$ cat src/rtl/imem_loader.sv
// Instruction-memory sequencer: passes CPU fetches through in RUN and, on request,
// loads a big-endian program image from a byte stream into the RAM.
module imem_loader #(
    parameter int ADDR_WIDTH     = 8,
    parameter int TIMEOUT_CYCLES = 1000000
) (
    input  logic                  clk,
    input  logic                  reset,
    input  logic                  load_start,
    input  logic                  rx_valid,
    input  logic [7:0]            rx_data,
    output logic                  rx_ready,
    input  logic [31:0]           cpu_pc,
    output logic [31:0]           cpu_instruction,
    output logic                  cpu_hold,
    output logic [ADDR_WIDTH-1:0] mem_addr,
    output logic                  mem_wr_en,
    output logic [31:0]           mem_wr_data,
    input  logic [31:0]           mem_rd_data,
    output logic                  load_done,
    output logic                  load_error,
    output logic [15:0]           word_count
);
    localparam logic [2:0] RUN    = 3'd0;
    localparam logic [2:0] HDR_HI = 3'd1;
    localparam logic [2:0] HDR_LO = 3'd2;
    localparam logic [2:0] DATA   = 3'd3;
    localparam logic [2:0] WRITE  = 3'd4;
    localparam logic [2:0] FINISH = 3'd5;

    localparam int         TW    = $clog2(TIMEOUT_CYCLES + 1);
    localparam logic [16:0] DEPTH = 17'(1 << ADDR_WIDTH);

    logic [2:0]    state_q, state_d;
    logic [15:0]   word_count_q, word_count_d;
    logic [16:0]   ptr_q, ptr_d;
    logic [1:0]    byte_cnt_q, byte_cnt_d;
    logic [31:0]   word_q, word_d;
    logic [TW-1:0] timeout_q, timeout_d;
    logic          load_error_q, load_error_d;
    logic          accept;

    wire unused_pc_bits = ^{cpu_pc[31:ADDR_WIDTH+2], cpu_pc[1:0]};

    assign rx_ready        = (state_q == HDR_HI) || (state_q == HDR_LO) || (state_q == DATA);
    assign accept          = rx_valid && rx_ready;
    assign cpu_hold        = (state_q != RUN);
    assign cpu_instruction = cpu_hold ? 32'h00000000 : mem_rd_data;
    assign mem_addr        = cpu_hold ? ptr_q[ADDR_WIDTH-1:0] : cpu_pc[ADDR_WIDTH+1:2];
    // Words beyond the RAM depth are still consumed so the stream stays aligned.
    assign mem_wr_en       = (state_q == WRITE) && (ptr_q < DEPTH);
    assign mem_wr_data     = word_q;
    assign load_done       = (state_q == FINISH);
    assign load_error      = load_error_q;
    assign word_count      = word_count_q;

    always_comb begin
        state_d      = state_q;
        word_count_d = word_count_q;
        ptr_d        = ptr_q;
        byte_cnt_d   = byte_cnt_q;
        word_d       = word_q;
        timeout_d    = '0;
        load_error_d = load_error_q;

        case (state_q)
            RUN: begin
                if (load_start) begin
                    state_d      = HDR_HI;
                    load_error_d = 1'b0;
                    ptr_d        = '0;
                    byte_cnt_d   = '0;
                end
            end
            HDR_HI, HDR_LO, DATA: begin
                if (accept) begin
                    if (state_q == HDR_HI) begin
                        word_count_d[15:8] = rx_data;
                        state_d            = HDR_LO;
                    end else if (state_q == HDR_LO) begin
                        word_count_d[7:0] = rx_data;
                        state_d           = ({word_count_q[15:8], rx_data} == 16'd0) ? FINISH : DATA;
                    end else begin
                        word_d     = {word_q[23:0], rx_data};
                        byte_cnt_d = byte_cnt_q + 2'd1;
                        if (byte_cnt_q == 2'd3) state_d = WRITE;
                    end
                end else if (timeout_q == TW'(TIMEOUT_CYCLES - 1)) begin
                    load_error_d = 1'b1;
                    state_d      = RUN;
                end else begin
                    timeout_d = timeout_q + 1'b1;
                end
            end
            WRITE: begin
                ptr_d   = ptr_q + 17'd1;
                state_d = ((ptr_q + 17'd1) == {1'b0, word_count_q}) ? FINISH : DATA;
            end
            FINISH:  state_d = RUN;
            default: state_d = RUN;
        endcase
    end

    always_ff @(posedge clk or posedge reset) begin
        if (reset) begin
            state_q      <= RUN;
            word_count_q <= '0;
            ptr_q        <= '0;
            byte_cnt_q   <= '0;
            word_q       <= '0;
            timeout_q    <= '0;
            load_error_q <= 1'b0;
        end else begin
            state_q      <= state_d;
            word_count_q <= word_count_d;
            ptr_q        <= ptr_d;
            byte_cnt_q   <= byte_cnt_d;
            word_q       <= word_d;
            timeout_q    <= timeout_d;
            load_error_q <= load_error_d;
        end
    end
endmodule

$ cat config.mk
export PLATFORM = sky130hd
export DESIGN_NAME = imem_loader
export DESIGN_NICKNAME = d
export VERILOG_FILES = /design/src/rtl/imem_loader.sv
export SDC_FILE = /design/constraint.sdc
export NUM_CORES = 1
export LEC_CHECK = 0
export CORE_MARGIN = 3
export CORE_UTILIZATION = 46
export DETAILED_ROUTE_END_ITERATION = 7
export MAX_ROUTING_LAYER = met4
export PLACE_DENSITY = 0.81
export SYNTH_ARGS = -nofsm -noshare
export SYNTH_HDL_FRONTEND = slang
export SYNTH_SLANG_ARGS = --single-unit
$ cat constraint.sdc
create_clock -name clk -period 3.77 [get_ports clk]
set_clock_uncertainty 0.05 [all_clocks]
set_input_delay 0.9425 -clock clk [delete_from_list [all_inputs] [get_ports clk]]
set_output_delay 0.9425 -clock clk [all_outputs]
set_load 0.03 [all_outputs]
==> results of run 1 <==
[how the worst min path moves through the flow]
stage                      startpoint                endpoint  slack (ns)  depth (start not counted)
2_1_floorplan  timeout_q[0]$_DFF_PP0_  timeout_q[0]$_DFF_PP0_        0.37                          1
3_3_place_gp   timeout_q[0]$_DFF_PP0_  timeout_q[0]$_DFF_PP0_        0.38                          1
3_5_place_dp   timeout_q[0]$_DFF_PP0_  timeout_q[0]$_DFF_PP0_        0.41                          1
4_1_cts        timeout_q[0]$_DFF_PP0_  timeout_q[0]$_DFF_PP0_        0.43                          1
5_1_grt        timeout_q[0]$_DFF_PP0_  timeout_q[0]$_DFF_PP0_        0.46                          1
6_report       timeout_q[0]$_DFF_PP0_  timeout_q[0]$_DFF_PP0_        0.42                          1
[power groups by stage]
stage / registers, uW / clock network, uW / logic [uW]
CTS: 1590 / 617 / 3010
global placement: 1600 / 0 / 2950
floorplan: 1970 / 0 / 1380
detailed placement: 1610 / 0 / 3000
global route: 1640 / 647 / 3180
finish: 1590 / 602 / 2990
[logic make-up after synthesis]
kind of cell	Yosys count	share of synthesized area
buffers and inverters	42	0.04170
XOR/XNOR	41	0.07342
adder cells (fa/ha/maj)	3	0.007675
multiplexers	55	0.1261
AO/OA/AOI/OAI	72	0.09286
AND/OR/NAND/NOR	174	0.1926
flip-flops	91	0.4656
[flip-flops by register name, indices dropped and copies added, names as in the netlist]
register / count
load_error: 1
timeout_q: 20
mem_wr_data: 32
word_count: 16
state_q: 3
byte_cnt_q: 2
ptr_q: 17
[stage by stage]
step                utilization  power (uW)  cells
CTS                      0.6403        5217    755
global route             0.6403        5467    755
finish                   0.6403        5179    755
global placement         0.6234        4544    740
detailed placement       0.6234        4609    740
floorplan                     -        3352    478
[cell type report]
| cell class | count | area, um2 |
|---|---|---|
| Fill cell | 819 | 3714 |
| Multi-Input combinational cell | 345 | 2415 |
| Sequential cell | 91 | 2277 |
| Timing Repair Buffer | 155 | 1524 |
| Tap cell | 136 | 170.2 |
| Clock buffer | 9 | 123.9 |
| Clock inverter | 6 | 50.05 |
| Inverter | 13 | 50.05 |
[worst max-delay path: cells and delay by family (launching register included)]
| family | cells | cell delay [ns] |
|---|---|---|
| simple gates | 1 | 0.19 |
| flops | 1 | 0.52 |
| buf+inv | 2 | 0.94 |
| mux | 1 | 0.40 |
[synthesized netlist by cell type, types with 2 or more instances]
cell type and count:
dfrtp_1 91, mux2_2 53, nor2_1 36, and2_1 35
o21ai_0 28, xnor2_1 27, nand2_1 24, nand3_1 22
clkbuf_1 17, xor2_1 14, inv_1 13, nor4_1 12
nor3_1 11, nand4_1 9, o31ai_1 9, a21oi_1 7
and3_1 7, o22ai_1 7, buf_6 5, or4_1 5
o41ai_1 4, a31oi_1 3, buf_2 3, ha_1 3
nor2b_1 3, a22oi_1 2, buf_1 2, mux2i_1 2
nand2b_1 2, nand3_4 2, nor4b_1 2
[per-layer routing]
metal,GRT usage,share of wire
met4,0.1154,0.031
met1,0.2828,0.40
met3,0.05565,0.097
met2,0.3728,0.47
met5,-,0
==> results.sh, run 1 <==
export IMPL_cp_slowest_cell="clkdlybuf4s50_1"
export IMPL_finalCriticalPeriod_ns=3.425
export IMPL_final_cell_area_um2=6610
export IMPL_antenna_found_initial=0
export IMPL_initial_utilization=0.4738
export IMPL_clock_fmax_ghz=0.2919
export IMPL_drv_slew=0
export IMPL_p_clk_frac=0.116
export IMPL_syn_inst=478
export IMPL_dieWidth_um=109.1
export IMPL_htreeDepth=3
export IMPL_cts_root_buf="clkbuf_8"
export IMPL_start_kind="flip-flop"
export IMPL_routedWlPerCell_um=17.41
export IMPL_cellPowerDensity_nw_per_um2=783.5
export IMPL_synth_warnings=0
export IMPL_io_pins=169
export IMPL_fin_crit_sh=0.9086
export IMPL_syn_nets=557
export IMPL_post_cts_setup_buffer_count=0
export IMPL_clock_latency_ns=0.37
export IMPL_clock_sinks=91
export IMPL_swShare=0.4519
export IMPL_cts_made_buffers=9
export IMPL_fin_setup_tns_ns=0
export IMPL_placed_area_um2=6436
export IMPL_ctsResizeCount=0
export IMPL_rr_endpoint="state_q[1]$_DFFE_PP0P_"
export IMPL_ys_flop_type="dfrtp_1"
export IMPL_nNetsFinal=694
export IMPL_hold_violations=0
export IMPL_mostFrequentLayoutCells="clkdlybuf4s50_1 (144), dfrtp_1 (91), mux2_2 (53)"
export IMPL_cap_violations=0
export IMPL_status="finished, final reports clean"
export IMPL_grt_use_total=0.2355
export IMPL_hp_class="reg2reg"
export IMPL_yosys_area_top_type="dfrtp_1"
export IMPL_reg2reg_slack_ns=0.73
export IMPL_drtPass1Iterations=5
export IMPL_dp_hpwl_mm=9.805
export IMPL_diodes=0
export IMPL_gr_total_overflow=0
export IMPL_syn_area_um2=4891
export IMPL_cts_hold_buf=0
export IMPL_io_buffers=144
export IMPL_grt_max_degree=53
export IMPL_synth_cell_types=49
export IMPL_routed_wl_mm=13.14
export IMPL_pre_cts_ws_ns=0.5187
export IMPL_synth_async_reset_ratio=1.000
export IMPL_grt_pass1_vias=4215
export IMPL_die_area_um2=11910
export IMPL_drt_iter0_drc=312
export IMPL_crit_arrival_ns=2.43
export IMPL_drive_gt1_frac=0.1373
export IMPL_ys_ff_latch=91
export IMPL_via_count=4207
export IMPL_finalSetupViolCount=0
export IMPL_synth_edff_count=0
export IMPL_sequentialPowerShare=0.307
export IMPL_clkTransAtPathRegs_ns=0.09
export IMPL_tightestPinTransition_ns=0.8984
export IMPL_synth_area_leaders="dfrtp_1 (47%), mux2_2 (12%), xnor2_1 (4.8%), and2_1 (4.5%), o21ai_0 (2.9%)"
export IMPL_cp_max_fo=42
export IMPL_max_slew_margin=0.4004
export IMPL_vias_per_cell=5.572
export IMPL_p_comb_frac=0.577
export IMPL_whs_ns=0.4250
export IMPL_area_delta_synth_final_pct=35.15
export IMPL_synth_top_cell_area_share=0.4656
export IMPL_setup_ws_ns=0.3447
export IMPL_peakVddDrop_mv=0.5666
export IMPL_p_int_uw=2839
export IMPL_switching_power_uw=2341
export IMPL_place_congestion=0.9533
export IMPL_r2r_cells=7
export IMPL_crit_chain="nor3_2, buf_4, mux2_2, clkdlybuf4s50_1"
export IMPL_fp_row_count=37
export IMPL_cp_startpoint="state_q[1]$_DFFE_PP0P_"
export IMPL_worstPathRequired_ns=2.78
export IMPL_core_area_um2=10320
export IMPL_ys_seq_area_frac=0.4656
export IMPL_cts_tree="yes"
export IMPL_grt_pass1_wl_mm=21.18
export IMPL_path_class="reg2out"
export IMPL_drc=0
export IMPL_avgSynthCellArea_um2=10.23
export IMPL_rsz0062_at_grt="no"
export IMPL_cts_buffer_depth=2
export IMPL_final_common_cell="clkdlybuf4s50_1"
export IMPL_reg2reg_from="ptr_q[0]$_DFFE_PP0P_"
export IMPL_die_y_um=109.1
export IMPL_p_leak_uw=0.002702
export IMPL_endpoint_kind="primary output"
export IMPL_final_antenna_net_count=0
export IMPL_slowest_delay_ns=0.61
export IMPL_crit_path_end="mem_addr[3]"
Power figures use the tool's default switching activity.
==> inputs of run 2 (changes only) <==
--- a/config.mk
+++ b/config.mk
@@ -5,6 +5,7 @@
 export SDC_FILE = /design/constraint.sdc
 export NUM_CORES = 1
 export LEC_CHECK = 0
+export CORE_ASPECT_RATIO = 0.5
 export CORE_MARGIN = 3
 export CORE_UTILIZATION = 46
 export DETAILED_ROUTE_END_ITERATION = 7
==> results.sh, run 2 (same netlist as run 1, synthesis figures left out) <==
export IMPL_clock_latency_ns=0.34
export IMPL_start_kind="flip-flop"
export IMPL_sequentialPowerShare=0.291
export IMPL_slowest_delay_ns=0.59
export IMPL_gr_total_overflow=0
export IMPL_final_antenna_net_count=0
export IMPL_drc=0
export IMPL_rsz0062_at_grt="no"
export IMPL_dieWidth_um=151.8
export IMPL_largest_reg_flops=32
export IMPL_cap_violations=0
export IMPL_cts_made_buffers=9
export IMPL_fp_row_count=25
export IMPL_worstPathRequired_ns=2.78
export IMPL_p_clk_frac=0.160
export IMPL_use_met1=0.2973
export IMPL_dp_hpwl_mm=9.922
export IMPL_drtPass1Iterations=5
export IMPL_fin_setup_tns_ns=0
export IMPL_core_area_um2=9884
export IMPL_nNetsFinal=694
export IMPL_antenna_found_initial=0
export IMPL_final_common_cell="clkdlybuf4s50_1"
export IMPL_cts_hold_buf=0
export IMPL_hold_violations=0
export IMPL_clock_fmax_ghz=0.2954
export IMPL_mostFrequentLayoutCells="clkdlybuf4s50_1 (144), dfrtp_1 (91), mux2_2 (53)"
export IMPL_max_slew_margin=0.3848
export IMPL_crit_chain="nor3_2, buf_4, mux2_2, clkdlybuf4s50_1"
export IMPL_crit_arrival_ns=2.39
export IMPL_grt_use_total=0.2359
export IMPL_die_y_um=78.92
export IMPL_grt_pass1_wl_mm=22.07
export IMPL_initial_utilization=0.4948
export IMPL_multi_input_area_um2=2415
export IMPL_finalCriticalPeriod_ns=3.385
export IMPL_crit_buf_inv=2
export IMPL_p_total_uw=5443
export IMPL_post_cts_setup_buffer_count=0
export IMPL_vias_per_cell=5.701
export IMPL_cellPowerDensity_nw_per_um2=807.9
export IMPL_endpoint_kind="primary output"
export IMPL_p_int_uw=3085
export IMPL_finalSetupViolCount=0
export IMPL_drv_slew=0
export IMPL_switching_power_uw=2358
export IMPL_cp_max_fo=42
export IMPL_grt_pass1_vias=4165
export IMPL_cp_slowest_cell="clkdlybuf4s50_1"
export IMPL_hp_class="reg2reg"
export IMPL_top_usage_layer="met2"
export IMPL_routed_wl_mm=13.64
export IMPL_routedWlPerCell_um=18.07
export IMPL_htreeDepth=3
export IMPL_place_congestion=0.9299
export IMPL_drt_iter0_drc=353
export IMPL_status="finished, final reports clean"
export IMPL_p_leak_uw=0.002755
export IMPL_cts_buffer_depth=2
export IMPL_use_met2=0.3978
export IMPL_regArea_um2=2277
export IMPL_io_pins=169
export IMPL_clock_sinks=91
export IMPL_clkTransAtPathRegs_ns=0.06
export IMPL_die_area_um2=11980
export IMPL_cts_root_buf="clkbuf_16"
export IMPL_cts_tree="yes"
export IMPL_area_delta_synth_final_pct=37.73
export IMPL_crit_family="buffers and inverters"
export IMPL_via_count=4304
export IMPL_path_class="reg2out"
export IMPL_peakVddDrop_mv=0.6399
export IMPL_tightestPinTransition_ns=0.9144
export IMPL_grt_max_degree=43
export IMPL_p_comb_frac=0.550
export IMPL_fin_crit_sh=0.8979
export IMPL_whs_ns=0.4298
export IMPL_fill_cells=746
export IMPL_use_met3=0.05171
export IMPL_drive_gt1_frac=0.1371
export IMPL_swShare=0.4332
export IMPL_ctsResizeCount=0
export IMPL_diodes=0
export IMPL_io_buffers=144
==> run 2: layout make-up <==
class,instances,share of cell area
timing repair buffer,155,0.2281
sequential,91,0.3380
clock buffer,12,0.03808
tap,135,0.02507
inverter,13,0.007429
clock inverter,4,0.004829
multi-input combinational,345,0.3585
==> run 2: stage by stage <==
stage               setup WS [ns]    util  area (um2)  std cells
finish                     0.3851  0.6815        6736        755
global route               0.2752  0.6815        6736        755
CTS                        0.3460  0.6815        6736        755
detailed placement         0.5238  0.6523        6447        739
global placement           0.5116  0.6523        6447        739
floorplan                  0.4139       -        4891        478
==> run 2: final timing paths <==
path                            cells after the start                   endpoint  slack [ns]                    from
worst min register to register                      1     timeout_q[0]$_DFF_PP0_        0.43  timeout_q[0]$_DFF_PP0_
worst max register to register                      8     state_q[1]$_DFFE_PP0P_        0.84    ptr_q[0]$_DFFE_PP0P_
max in group asynchronous                           3       ptr_q[6]$_DFFE_PP0P_        2.04                   reset
min in group asynchronous                           2  byte_cnt_q[1]$_DFFE_PP0P_        0.91                   reset
worst max-delay path                                4                mem_addr[7]        0.39  state_q[1]$_DFFE_PP0P_
worst min-delay path                                1     timeout_q[0]$_DFF_PP0_        0.43  timeout_q[0]$_DFF_PP0_
==> run 2: power by group through the flow <==
stage / registers (uW) / clock network [uW] / logic, uW
after floorplan: 1970 / 0 / 1380
after global placement: 1580 / 0 / 2950
after detailed placement: 1600 / 0 / 3000
after CTS: 1590 / 882 / 3010
after global routing: 1630 / 925 / 3170
final: 1580 / 869 / 2990
==> run 2: routing by layer <==
metal | up-vias | share of wire
li1 | 1972 | -
met1 | 2135 | 0.44
met2 | 181 | 0.49
met3 | 16 | 0.056
met4 | 0 | 0.010
met5 | - | 0
==> inputs of run 3 (changes only) <==
--- a/config.mk
+++ b/config.mk
@@ -10,7 +10,7 @@
 export CORE_UTILIZATION = 46
 export DETAILED_ROUTE_END_ITERATION = 7
 export MAX_ROUTING_LAYER = met4
-export PLACE_DENSITY = 0.81
+export PLACE_DENSITY = 0.86
 export SYNTH_ARGS = -nofsm -noshare
 export SYNTH_HDL_FRONTEND = slang
 export SYNTH_SLANG_ARGS = --single-unit
==> results.sh, run 3 (same netlist as run 1, synthesis figures left out) <==
export IMPL_status="finished, final reports clean"
export IMPL_use_met3=0.04736
export IMPL_drv_slew=0
export IMPL_via_count=4253
export IMPL_final_util=0.6806
export IMPL_final_common_cell="clkdlybuf4s50_1"
export IMPL_peakVddDrop_mv=0.6035
export IMPL_largest_reg_flops=32
export IMPL_die_area_um2=11980
export IMPL_grt_pass1_wl_mm=22.22
export IMPL_cts_hold_buf=0
export IMPL_clock_latency_ns=0.34
export IMPL_fin_setup_tns_ns=0
export IMPL_initial_utilization=0.4948
export IMPL_crit_arrival_ns=2.39
export IMPL_cts_tree="yes"
export IMPL_p_leak_uw=0.002753
export IMPL_fp_row_count=25
export IMPL_grt_pass1_vias=4291
export IMPL_finalCriticalPeriod_ns=3.381
export IMPL_routedWlPerCell_um=17.96
export IMPL_hp_class="reg2reg"
export IMPL_io_buffers=144
export IMPL_drive_gt1_frac=0.1359
export IMPL_clkTransAtPathRegs_ns=0.07
export IMPL_drtPass1Iterations=5
export IMPL_dieWidth_um=151.8
export IMPL_hold_depth=1
export IMPL_crit_chain="nor3_2, buf_4, mux2_2, clkdlybuf4s50_1"
export IMPL_reg2reg_slack_ns=0.73
export IMPL_start_kind="flip-flop"
export IMPL_grt_max_degree=92
export IMPL_fin_crit_sh=0.8967
export IMPL_cts_made_buffers=9
export IMPL_crit_family="buffers and inverters"
export IMPL_finalSetupViolCount=0
export IMPL_endpoint_kind="primary output"
export IMPL_cp_max_fo=42
export IMPL_max_slew_margin=0.4564
export IMPL_post_cts_setup_buffer_count=0
export IMPL_path_class="reg2out"
export IMPL_drc=0
export IMPL_gr_total_overflow=0
export IMPL_cts_buffer_depth=2
export IMPL_worstPathRequired_ns=2.78
export IMPL_cts_root_buf="clkbuf_16"
export IMPL_die_y_um=78.92
export IMPL_core_area_um2=9884
export IMPL_r2r_cells=7
export IMPL_place_congestion=0.8910
export IMPL_hold_violations=0
export IMPL_ctsResizeCount=0
export IMPL_routed_wl_mm=13.52
export IMPL_grt_use_total=0.2352
export IMPL_tightestPinTransition_ns=0.8079
export IMPL_nNetsFinal=692
export IMPL_use_met2=0.4058
export IMPL_crit_buf_inv=2
export IMPL_path_depth=4
export IMPL_rsz0062_at_grt="no"
export IMPL_top_usage_layer="met2"
export IMPL_cellPowerDensity_nw_per_um2=812.7
export IMPL_clock_fmax_ghz=0.2958
export IMPL_io_pins=169
export IMPL_cap_violations=0
export IMPL_mostFrequentLayoutCells="clkdlybuf4s50_1 (144), dfrtp_1 (91), mux2_2 (53)"
export IMPL_cp_slowest_cell="clkdlybuf4s50_1"
export IMPL_dp_hpwl_mm=9.822
export IMPL_drt_iter0_drc=408
export IMPL_htreeDepth=3
export IMPL_vias_per_cell=5.648
export IMPL_antenna_found_initial=0
export IMPL_use_met1=0.2892
export IMPL_slowest_delay_ns=0.59
export IMPL_diodes=0
export IMPL_clock_sinks=91
export IMPL_whs_ns=0.4059
export IMPL_final_antenna_net_count=0
export IMPL_area_delta_synth_final_pct=37.55
export IMPL_pre_cts_ws_ns=0.5156
export IMPL_setup_ws_ns=0.3894
-- run 3: cell count changes in the layout (fill, tap and decap cells not counted), sizes merged --
| cell | change |
|---|---|
| buf | -2 |
| clkbuf | -2 |
| clkinvlp | -1 |
| inv | +3 |
-- run 3: layer usage --
metal | vias to the layer above | share of wire
met5 | - | 0
met4 | 0 | 0.0063
met3 | 10 | 0.059
met2 | 193 | 0.50
met1 | 2077 | 0.43
li1 | 1973 | -
-- run 3: power breakdown --
| part | leakage, uW | switching [uW] | internal, uW |
|---|---|---|---|
| sequential | 0.00119 | 318 | 1270 |
| combinational | 0.00142 | 1660 | 1330 |
| clock | 0.000144 | 411 | 480 |
-- run 3: final cells by class --
class                      count  area [um2]
clock inverter                 6       56.30
tap                          135       168.9
fill                         742        3157
inverter                      13       50.05
timing repair buffer         153        1521
clock buffer                  10       239.0
sequential                    91        2277
multi-input combinational    345        2415
-- run 3: final timing paths --
path,startpoint,endpoint
setup / recovery,state_q[1]$_DFFE_PP0P_,mem_addr[2]
hold / removal,timeout_q[0]$_DFF_PP0_,timeout_q[0]$_DFF_PP0_
setup reg to reg,ptr_q[0]$_DFFE_PP0P_,state_q[1]$_DFFE_PP0P_
hold reg to reg,timeout_q[0]$_DFF_PP0_,timeout_q[0]$_DFF_PP0_
max in group asynchronous,reset,timeout_q[13]$_DFF_PP0_
min in group asynchronous,reset,byte_cnt_q[0]$_DFFE_PP0P_
-- run 3: worst register-to-register path: cells and delay by family (launching register included) --
| kind | cells | cell delay [ns] |
|---|---|---|
| AND/OR/NAND/NOR | 4 | 1.57 |
| AO/OA/AOI/OAI | 1 | 0.30 |
| flip-flops | 1 | 0.53 |
| XOR/XNOR | 1 | 0.16 |
| adder cells (fa/ha/maj) | 1 | 0.31 |
-- run 3: metrics by stage --
stage	total power (uW)	cell area, um2	std cells
2_1_floorplan	3352	4891	478
3_3_place_gp	4528	6432	737
3_5_place_dp	4597	6432	737
4_1_cts	5503	6728	753
5_1_grt	5740	6728	753
6_report	5468	6728	753
